## src/rtl/xgriscv_fetch_queue_if.sv

```systemverilog
// Fetch-queue bus: imem fetch port, redirect input and decode-side valid/ready head.
// master = the fetch queue, slave = the imem/decode/execute environment around it.
interface xgriscv_fetch_queue_if #(
  parameter int unsigned ADDR_SIZE  = 32,
  parameter int unsigned INSTR_SIZE = 32,
  parameter int unsigned DEPTH      = 4
);
  localparam int unsigned CW = $clog2(DEPTH + 1);

  logic [ADDR_SIZE-1:0]  pcF;
  logic [INSTR_SIZE-1:0] instrF;
  logic                  redirect;
  logic [ADDR_SIZE-1:0]  redirect_pc;
  logic                  validD;
  logic                  readyD;
  logic [INSTR_SIZE-1:0] instrD;
  logic [ADDR_SIZE-1:0]  pcD;
  logic                  predtakenD;
  logic [CW-1:0]         count;

  modport master (
    output pcF, validD, instrD, pcD, predtakenD, count,
    input  instrF, redirect, redirect_pc, readyD
  );

  modport slave (
    input  pcF, validD, instrD, pcD, predtakenD, count,
    output instrF, redirect, redirect_pc, readyD
  );
endinterface

```

## src/rtl/xgriscv_fetch_queue.sv

```systemverilog
// Instruction fetch stage with a DEPTH-entry prefetch queue and one-cycle redirect.
// Optional JAL predecode/prediction is enabled by defining XGRISCV_FQ_JALPRED_EN.
module xgriscv_fetch_queue #(
  parameter int unsigned          ADDR_SIZE  = 32,
  parameter int unsigned          INSTR_SIZE = 32,
  parameter int unsigned          DEPTH      = 4,
  parameter logic [ADDR_SIZE-1:0] RESET_PC   = '0
) (
  input logic                   clk,
  input logic                   reset,
  xgriscv_fetch_queue_if.master bus
);
  localparam int unsigned PW = $clog2(DEPTH);
  localparam int unsigned CW = $clog2(DEPTH + 1);

  logic [ADDR_SIZE-1:0]  r_pc_f;
  logic [PW-1:0]         r_wptr;
  logic [PW-1:0]         r_rptr;
  logic [CW-1:0]         r_count;
  logic [ADDR_SIZE-1:0]  r_pc_mem    [DEPTH];
  logic [INSTR_SIZE-1:0] r_instr_mem [DEPTH];
  logic                  r_pred_mem  [DEPTH];

  logic                 w_valid;
  logic                 w_enq;
  logic                 w_deq;
  logic                 w_pred;
  logic [ADDR_SIZE-1:0] w_pc_plus4;
  logic [ADDR_SIZE-1:0] w_next_pc;
  logic [CW-1:0]        w_count_next;

  assign w_valid    = (r_count != '0);
  // Full test on registered count only: a same-cycle dequeue does not free a slot.
  assign w_enq      = !bus.redirect && (r_count < CW'(DEPTH));
  assign w_deq      = !bus.redirect && w_valid && bus.readyD;
  assign w_pc_plus4 = r_pc_f + ADDR_SIZE'(4);

`ifdef XGRISCV_FQ_JALPRED_EN
  logic                 w_is_jal;
  logic [ADDR_SIZE-1:0] w_jal_imm;

  assign w_is_jal  = (bus.instrF[6:0] == 7'b1101111);
  assign w_jal_imm = {{(ADDR_SIZE-21){bus.instrF[31]}}, bus.instrF[31], bus.instrF[19:12],
                      bus.instrF[20], bus.instrF[30:21], 1'b0};
  assign w_pred    = w_is_jal;
  assign w_next_pc = w_is_jal ? (r_pc_f + w_jal_imm) : w_pc_plus4;
`else
  assign w_pred    = 1'b0;
  assign w_next_pc = w_pc_plus4;
`endif

  always_comb begin
    w_count_next = r_count;
    if (w_enq && !w_deq) begin
      w_count_next = r_count + CW'(1);
    end else if (!w_enq && w_deq) begin
      w_count_next = r_count - CW'(1);
    end
  end

  always_ff @(posedge clk or posedge reset) begin
    if (reset) begin
      r_pc_f  <= RESET_PC;
      r_wptr  <= '0;
      r_rptr  <= '0;
      r_count <= '0;
    end else if (bus.redirect) begin
      r_pc_f  <= bus.redirect_pc;
      r_wptr  <= '0;
      r_rptr  <= '0;
      r_count <= '0;
    end else begin
      if (w_enq) begin
        r_pc_f <= w_next_pc;
        r_wptr <= r_wptr + PW'(1);
      end
      if (w_deq) begin
        r_rptr <= r_rptr + PW'(1);
      end
      r_count <= w_count_next;
    end
  end

  // Storage is cleared on reset so the head outputs read zero out of reset.
  always_ff @(posedge clk or posedge reset) begin
    if (reset) begin
      for (int i = 0; i < DEPTH; i++) begin
        r_pc_mem[i]    <= '0;
        r_instr_mem[i] <= '0;
        r_pred_mem[i]  <= 1'b0;
      end
    end else if (w_enq) begin
      r_pc_mem[r_wptr]    <= r_pc_f;
      r_instr_mem[r_wptr] <= bus.instrF;
      r_pred_mem[r_wptr]  <= w_pred;
    end
  end

  assign bus.pcF    = r_pc_f;
  assign bus.count  = r_count;
  assign bus.validD = w_valid;
  assign bus.pcD    = r_pc_mem[r_rptr];
  assign bus.instrD = r_instr_mem[r_rptr];
`ifdef XGRISCV_FQ_JALPRED_EN
  assign bus.predtakenD = r_pred_mem[r_rptr];
`else
  assign bus.predtakenD = 1'b0;
`endif

endmodule

```

## src/flat_wrapper.sv

```systemverilog
// flat-port wrapper written by rule: the top's interface ports become plain ports
module xgriscv_fetch_queue_flat 
#(
  parameter int unsigned          ADDR_SIZE  = 32,
  parameter int unsigned          INSTR_SIZE = 32,
  parameter int unsigned          DEPTH      = 4,
  parameter logic [ADDR_SIZE-1:0] RESET_PC   = '0
)
  (clk, reset, bus_pcF, bus_validD, bus_instrD, bus_pcD, bus_predtakenD, bus_count, bus_instrF, bus_redirect, bus_redirect_pc, bus_readyD);
  xgriscv_fetch_queue_if #(.ADDR_SIZE(ADDR_SIZE), .INSTR_SIZE(INSTR_SIZE), .DEPTH(DEPTH)) bus_i ();
  input logic clk;
  input logic reset;
  output wire logic [$bits(bus_i.pcF)-1:0] bus_pcF;
  output wire logic [$bits(bus_i.validD)-1:0] bus_validD;
  output wire logic [$bits(bus_i.instrD)-1:0] bus_instrD;
  output wire logic [$bits(bus_i.pcD)-1:0] bus_pcD;
  output wire logic [$bits(bus_i.predtakenD)-1:0] bus_predtakenD;
  output wire logic [$bits(bus_i.count)-1:0] bus_count;
  input wire logic [$bits(bus_i.instrF)-1:0] bus_instrF;
  input wire logic [$bits(bus_i.redirect)-1:0] bus_redirect;
  input wire logic [$bits(bus_i.redirect_pc)-1:0] bus_redirect_pc;
  input wire logic [$bits(bus_i.readyD)-1:0] bus_readyD;
  assign bus_pcF = bus_i.pcF;
  assign bus_validD = bus_i.validD;
  assign bus_instrD = bus_i.instrD;
  assign bus_pcD = bus_i.pcD;
  assign bus_predtakenD = bus_i.predtakenD;
  assign bus_count = bus_i.count;
  assign bus_i.instrF = bus_instrF;
  assign bus_i.redirect = bus_redirect;
  assign bus_i.redirect_pc = bus_redirect_pc;
  assign bus_i.readyD = bus_readyD;
  xgriscv_fetch_queue #(.ADDR_SIZE(ADDR_SIZE), .INSTR_SIZE(INSTR_SIZE), .DEPTH(DEPTH), .RESET_PC(RESET_PC)) u_core (.clk(clk), .reset(reset), .bus(bus_i));
endmodule
```

## config.mk

```make
export PLATFORM = sky130hd
export DESIGN_NAME = xgriscv_fetch_queue_flat
export DESIGN_NICKNAME = d
export VERILOG_FILES = /design/src/rtl/xgriscv_fetch_queue_if.sv /design/src/rtl/xgriscv_fetch_queue.sv /design/src/flat_wrapper.sv
export SDC_FILE = /design/constraint.sdc
export NUM_CORES = 1
export LEC_CHECK = 0
export BUFFER_PORTS_ARGS = -buffer_cell sky130_fd_sc_hd__buf_2
export CAP_MARGIN = 10
export CORE_ASPECT_RATIO = 0.75
export CORE_MARGIN = 1.5
export CORE_UTILIZATION = 40
export DETAILED_ROUTE_END_ITERATION = 7
export HOLD_SLACK_MARGIN = 0.05
export PLACE_DENSITY = 0.58
export SLEW_MARGIN = 10
export SYNTH_ARGS = -nofsm -noshare
export SYNTH_HDL_FRONTEND = slang
export SYNTH_SLANG_ARGS = --single-unit
```

## constraint.sdc

```tcl
create_clock -name clk -period 14.1 [get_ports clk]
set_input_delay 2.82 -clock clk [delete_from_list [all_inputs] [get_ports clk]]
set_output_delay 2.82 -clock clk [all_outputs]
set_load 0.01 [all_outputs]
```

==> results.json <==
{
  "outcome": "finished, final reports clean",
  "clockBufferDepth": 3,
  "synth_ff_type": "dfrtp_1",
  "gp_congestion": 0.703,
  "finalPower_mw": 3.41,
  "critical_path.max_stage_delay_ns": 0.80,
  "drt-wirelength-per-cell_microns": 20.6,
  "crit_path_top_delay_cell": "buf_4",
  "grt-ovfl-total": 0,
  "via_per_inst": 5.33,
  "placed_cells": 1425,
  "fmax_mhz": 177,
  "layout_setup_ws_ns": 8.44,
  "syn-num-nets": 948,
  "preCtsSetupSlack_ns": 8.96,
  "syn_area_sq_um": 13200,
  "initial_core_util": 0.408,
  "die_x_microns": 213,
  "fillers": 2866,
  "final_hold_viol_count": 0,
  "grt.total_usage": 0.184,
  "die_area_sq_um": 34200,
  "drt_iter0_markers": 413,
  "dpl_cell_area_sq_um": 14400,
  "setup_viol": 0,
  "final_cell_mix": "293 x dfrtp_1, 258 x mux2_2, 167 x buf_2",
  "rsz0062_at_grt": "no",
  "clock-sinks": 295,
  "cp_cell_sequence": "buf_4, mux4_2, buf_2",
  "synth-simple-area-share": 0.0466,
  "synthMuxAreaShare": 0.330,
  "synth_enable_flop_cells": 0,
  "cp.required_ns": 11.28,
  "synth_adder_area_share": 0.00700,
  "drtPass1Iterations": 4,
  "holdWs_ns": 0.500,
  "synthCells": 874,
  "maxCapViolations": 0,
  "period_share": 0.402,
  "hold_buffers": 0,
  "finalCriticalPeriod_ns": 5.66,
  "p_per_area_nw_per_um2": 223,
  "critPathArrivalTime_ns": 2.84,
  "layout.nets": 1090,
  "cts-root-buf": "clkbuf_16",
  "cts_resized": 0,
  "synthDistinctLibCells": 39,
  "clk_latency_ns": 0.56,
  "core-area_sq_um": 32400,
  "grt_max_degree": 81,
  "fin_area_sq_um": 15300,
  "critPathLaunchType": "flop",
  "drt-total-wl_microns": 30500,
  "antenna_found_initial": 0,
  "path_max_fanout": 47,
  "fin_util": 0.473,
  "port_buffers": 167,
  "tightest_slew_ns": 1.12,
  "leakagePower_nw": 6.49,
  "ioPinCount": 169,
  "numCtsBuffers": 31,
  "drive_above_1_share": 0.534,
  "area_delta_synth_final_pct": 15.9,
  "ys_seq_area_frac": 0.558,
  "slew_violations": 0,
  "diodes": 0,
  "cts_htree_levels": 1,
  "fin_setup_tns_ns": 0,
  "synth_xor_area_frac": 0.0113,
  "drc": 0,
  "die_y_microns": 160,
  "hpwl_microns": 18200,
  "grt_pass1_vias": 8273,
  "synth_warnings": 0,
  "rows": 57,
  "clk_pin_slew_ns": 0.06,
  "cp-end-kind": "output pin",
  "timing.slew.headroom": 0.251,
  "synthArstFlopShare": 1.00,
  "stdcell_count": 1479,
  "antenna_left": 0,
  "synth_compound_area_frac": 0.0208,
  "synth_seq_cells": 295,
  "critical_path_class": "flop to output pin",
  "synth_top_family_by_area": "multiplexers",
  "syn_area_per_cell_sq_um": 15.1,
  "hp-class": "flop to flop",
  "vias": 7885,
  "fin_skew_ns": 0.0177,
  "ir_worst_vdd_mv": 0.113,
  "mostFrequentLayoutCell": "dfrtp_1",
  "cts_tree": "done",
  "grt_pass1_wl_microns": 49200,
  "cts_setup_buffers": 0
}
==> cell families after synthesis <==
kind of cell	count (synthesis)
AOI/OAI and AO/OA	43
xor gates and xnor gates	17
adders and majority gates	7
buffers and inverters	73
DFF	295
muxes	324
other	1
and+or+nand+nor	114
==> path summary, 6_finish.rpt <==
| kind | startpoint | to | slack, ns | cells past startpoint |
|---|---|---|---|---|
| setup reg to reg | u_core.bus.count[2]$_DFFE_PP0P_ | u_core.bus.pcF[23]$_DFFE_PP0N_ | 11.63 | 5 |
| hold / removal | u_core.r_instr_mem[54]$_DFFE_PP0P_ | u_core.r_instr_mem[54]$_DFFE_PP0P_ | 0.50 | 1 |
| hold reg to reg | u_core.r_instr_mem[54]$_DFFE_PP0P_ | u_core.r_instr_mem[54]$_DFFE_PP0P_ | 0.50 | 1 |
| max in group asynchronous | reset | u_core.r_pc_mem[111]$_DFFE_PP0P_ | 10.35 | 3 |
| setup / recovery | u_core.r_rptr[0]$_DFFE_PP0P_ | bus_instrD[16] | 8.44 | 3 |
| min in group asynchronous | reset | u_core.r_instr_mem[64]$_DFFE_PP0P_ | 2.30 | 2 |
==> state kept, by name, indices dropped and copies added, names as in the netlist <==
signal and cells:
u_core.r_pc_mem 128, u_core.bus.pcF 32, u_core.r_wptr 2, u_core.bus.count 3, u_core.r_instr_mem 128, u_core.r_rptr 2
==> per-layer routing <==
metal | global-route usage | part of all wire | vias up
met5 | 0 | 0 | -
met4 | 0.0335 | 0.015 | 0
met3 | 0.0315 | 0.042 | 32
li1 | - | - | 3534
met1 | 0.277 | 0.48 | 4172
met2 | 0.282 | 0.46 | 147
==> where the power goes <==
group	leakage (nW)	internal, mW	switching [mW]
Sequential	3.55	1.23	0.233
Combinational	2.47	0.694	0.489
Clock	0.475	0.437	0.332
Total	6.49	2.36	1.05
==> cells in the mapped netlist, drive strengths merged, types with 2 or more instances <==
cell type / number / area share
mux2: 258 / 0.22
and3: 3 / 0.0014
o31ai: 10 / 0.0057
nand4: 10 / 0.0052
and3b: 3 / 0.0020
xor2: 13 / 0.0086
mux2i: 2 / 0.0015
mux4: 64 / 0.11
and2: 6 / 0.0028
o211ai: 6 / 0.0034
ha: 5 / 0.0047
or4: 16 / 0.0091
inv: 8 / 0.0023
xnor2: 4 / 0.0026
nand3: 15 / 0.0061
dfrtp: 295 / 0.56
o21ai: 14 / 0.0053
nand2: 33 / 0.0094
clkbuf: 20 / 0.0058
buf: 45 / 0.018
nor2: 20 / 0.0057
a31oi: 11 / 0.0052
and4: 4 / 0.0026
==> layout make-up <==
| type | count | area, sq um | area share |
|---|---|---|---|
| sequential | 295 | 7390 | 0.482 |
| multi-input combinational | 506 | 5510 | 0.360 |
| clock buffer | 44 | 895 | 0.0583 |
| timing repair buffer | 174 | 888 | 0.0579 |
| tap | 442 | 553 | 0.0361 |
| clock inverter | 10 | 56.3 | 0.00367 |
| inverter | 8 | 37.5 | 0.00245 |
==> worst max-delay path, delay by kind of cell (launching register included) <==
| family | cells | cell delay (ns) |
|---|---|---|
| multiplexers | 1 | 0.62 |
| buffers and inverters | 2 | 0.96 |
| flip-flops | 1 | 0.65 |
(Power assumes the default switching activity.)
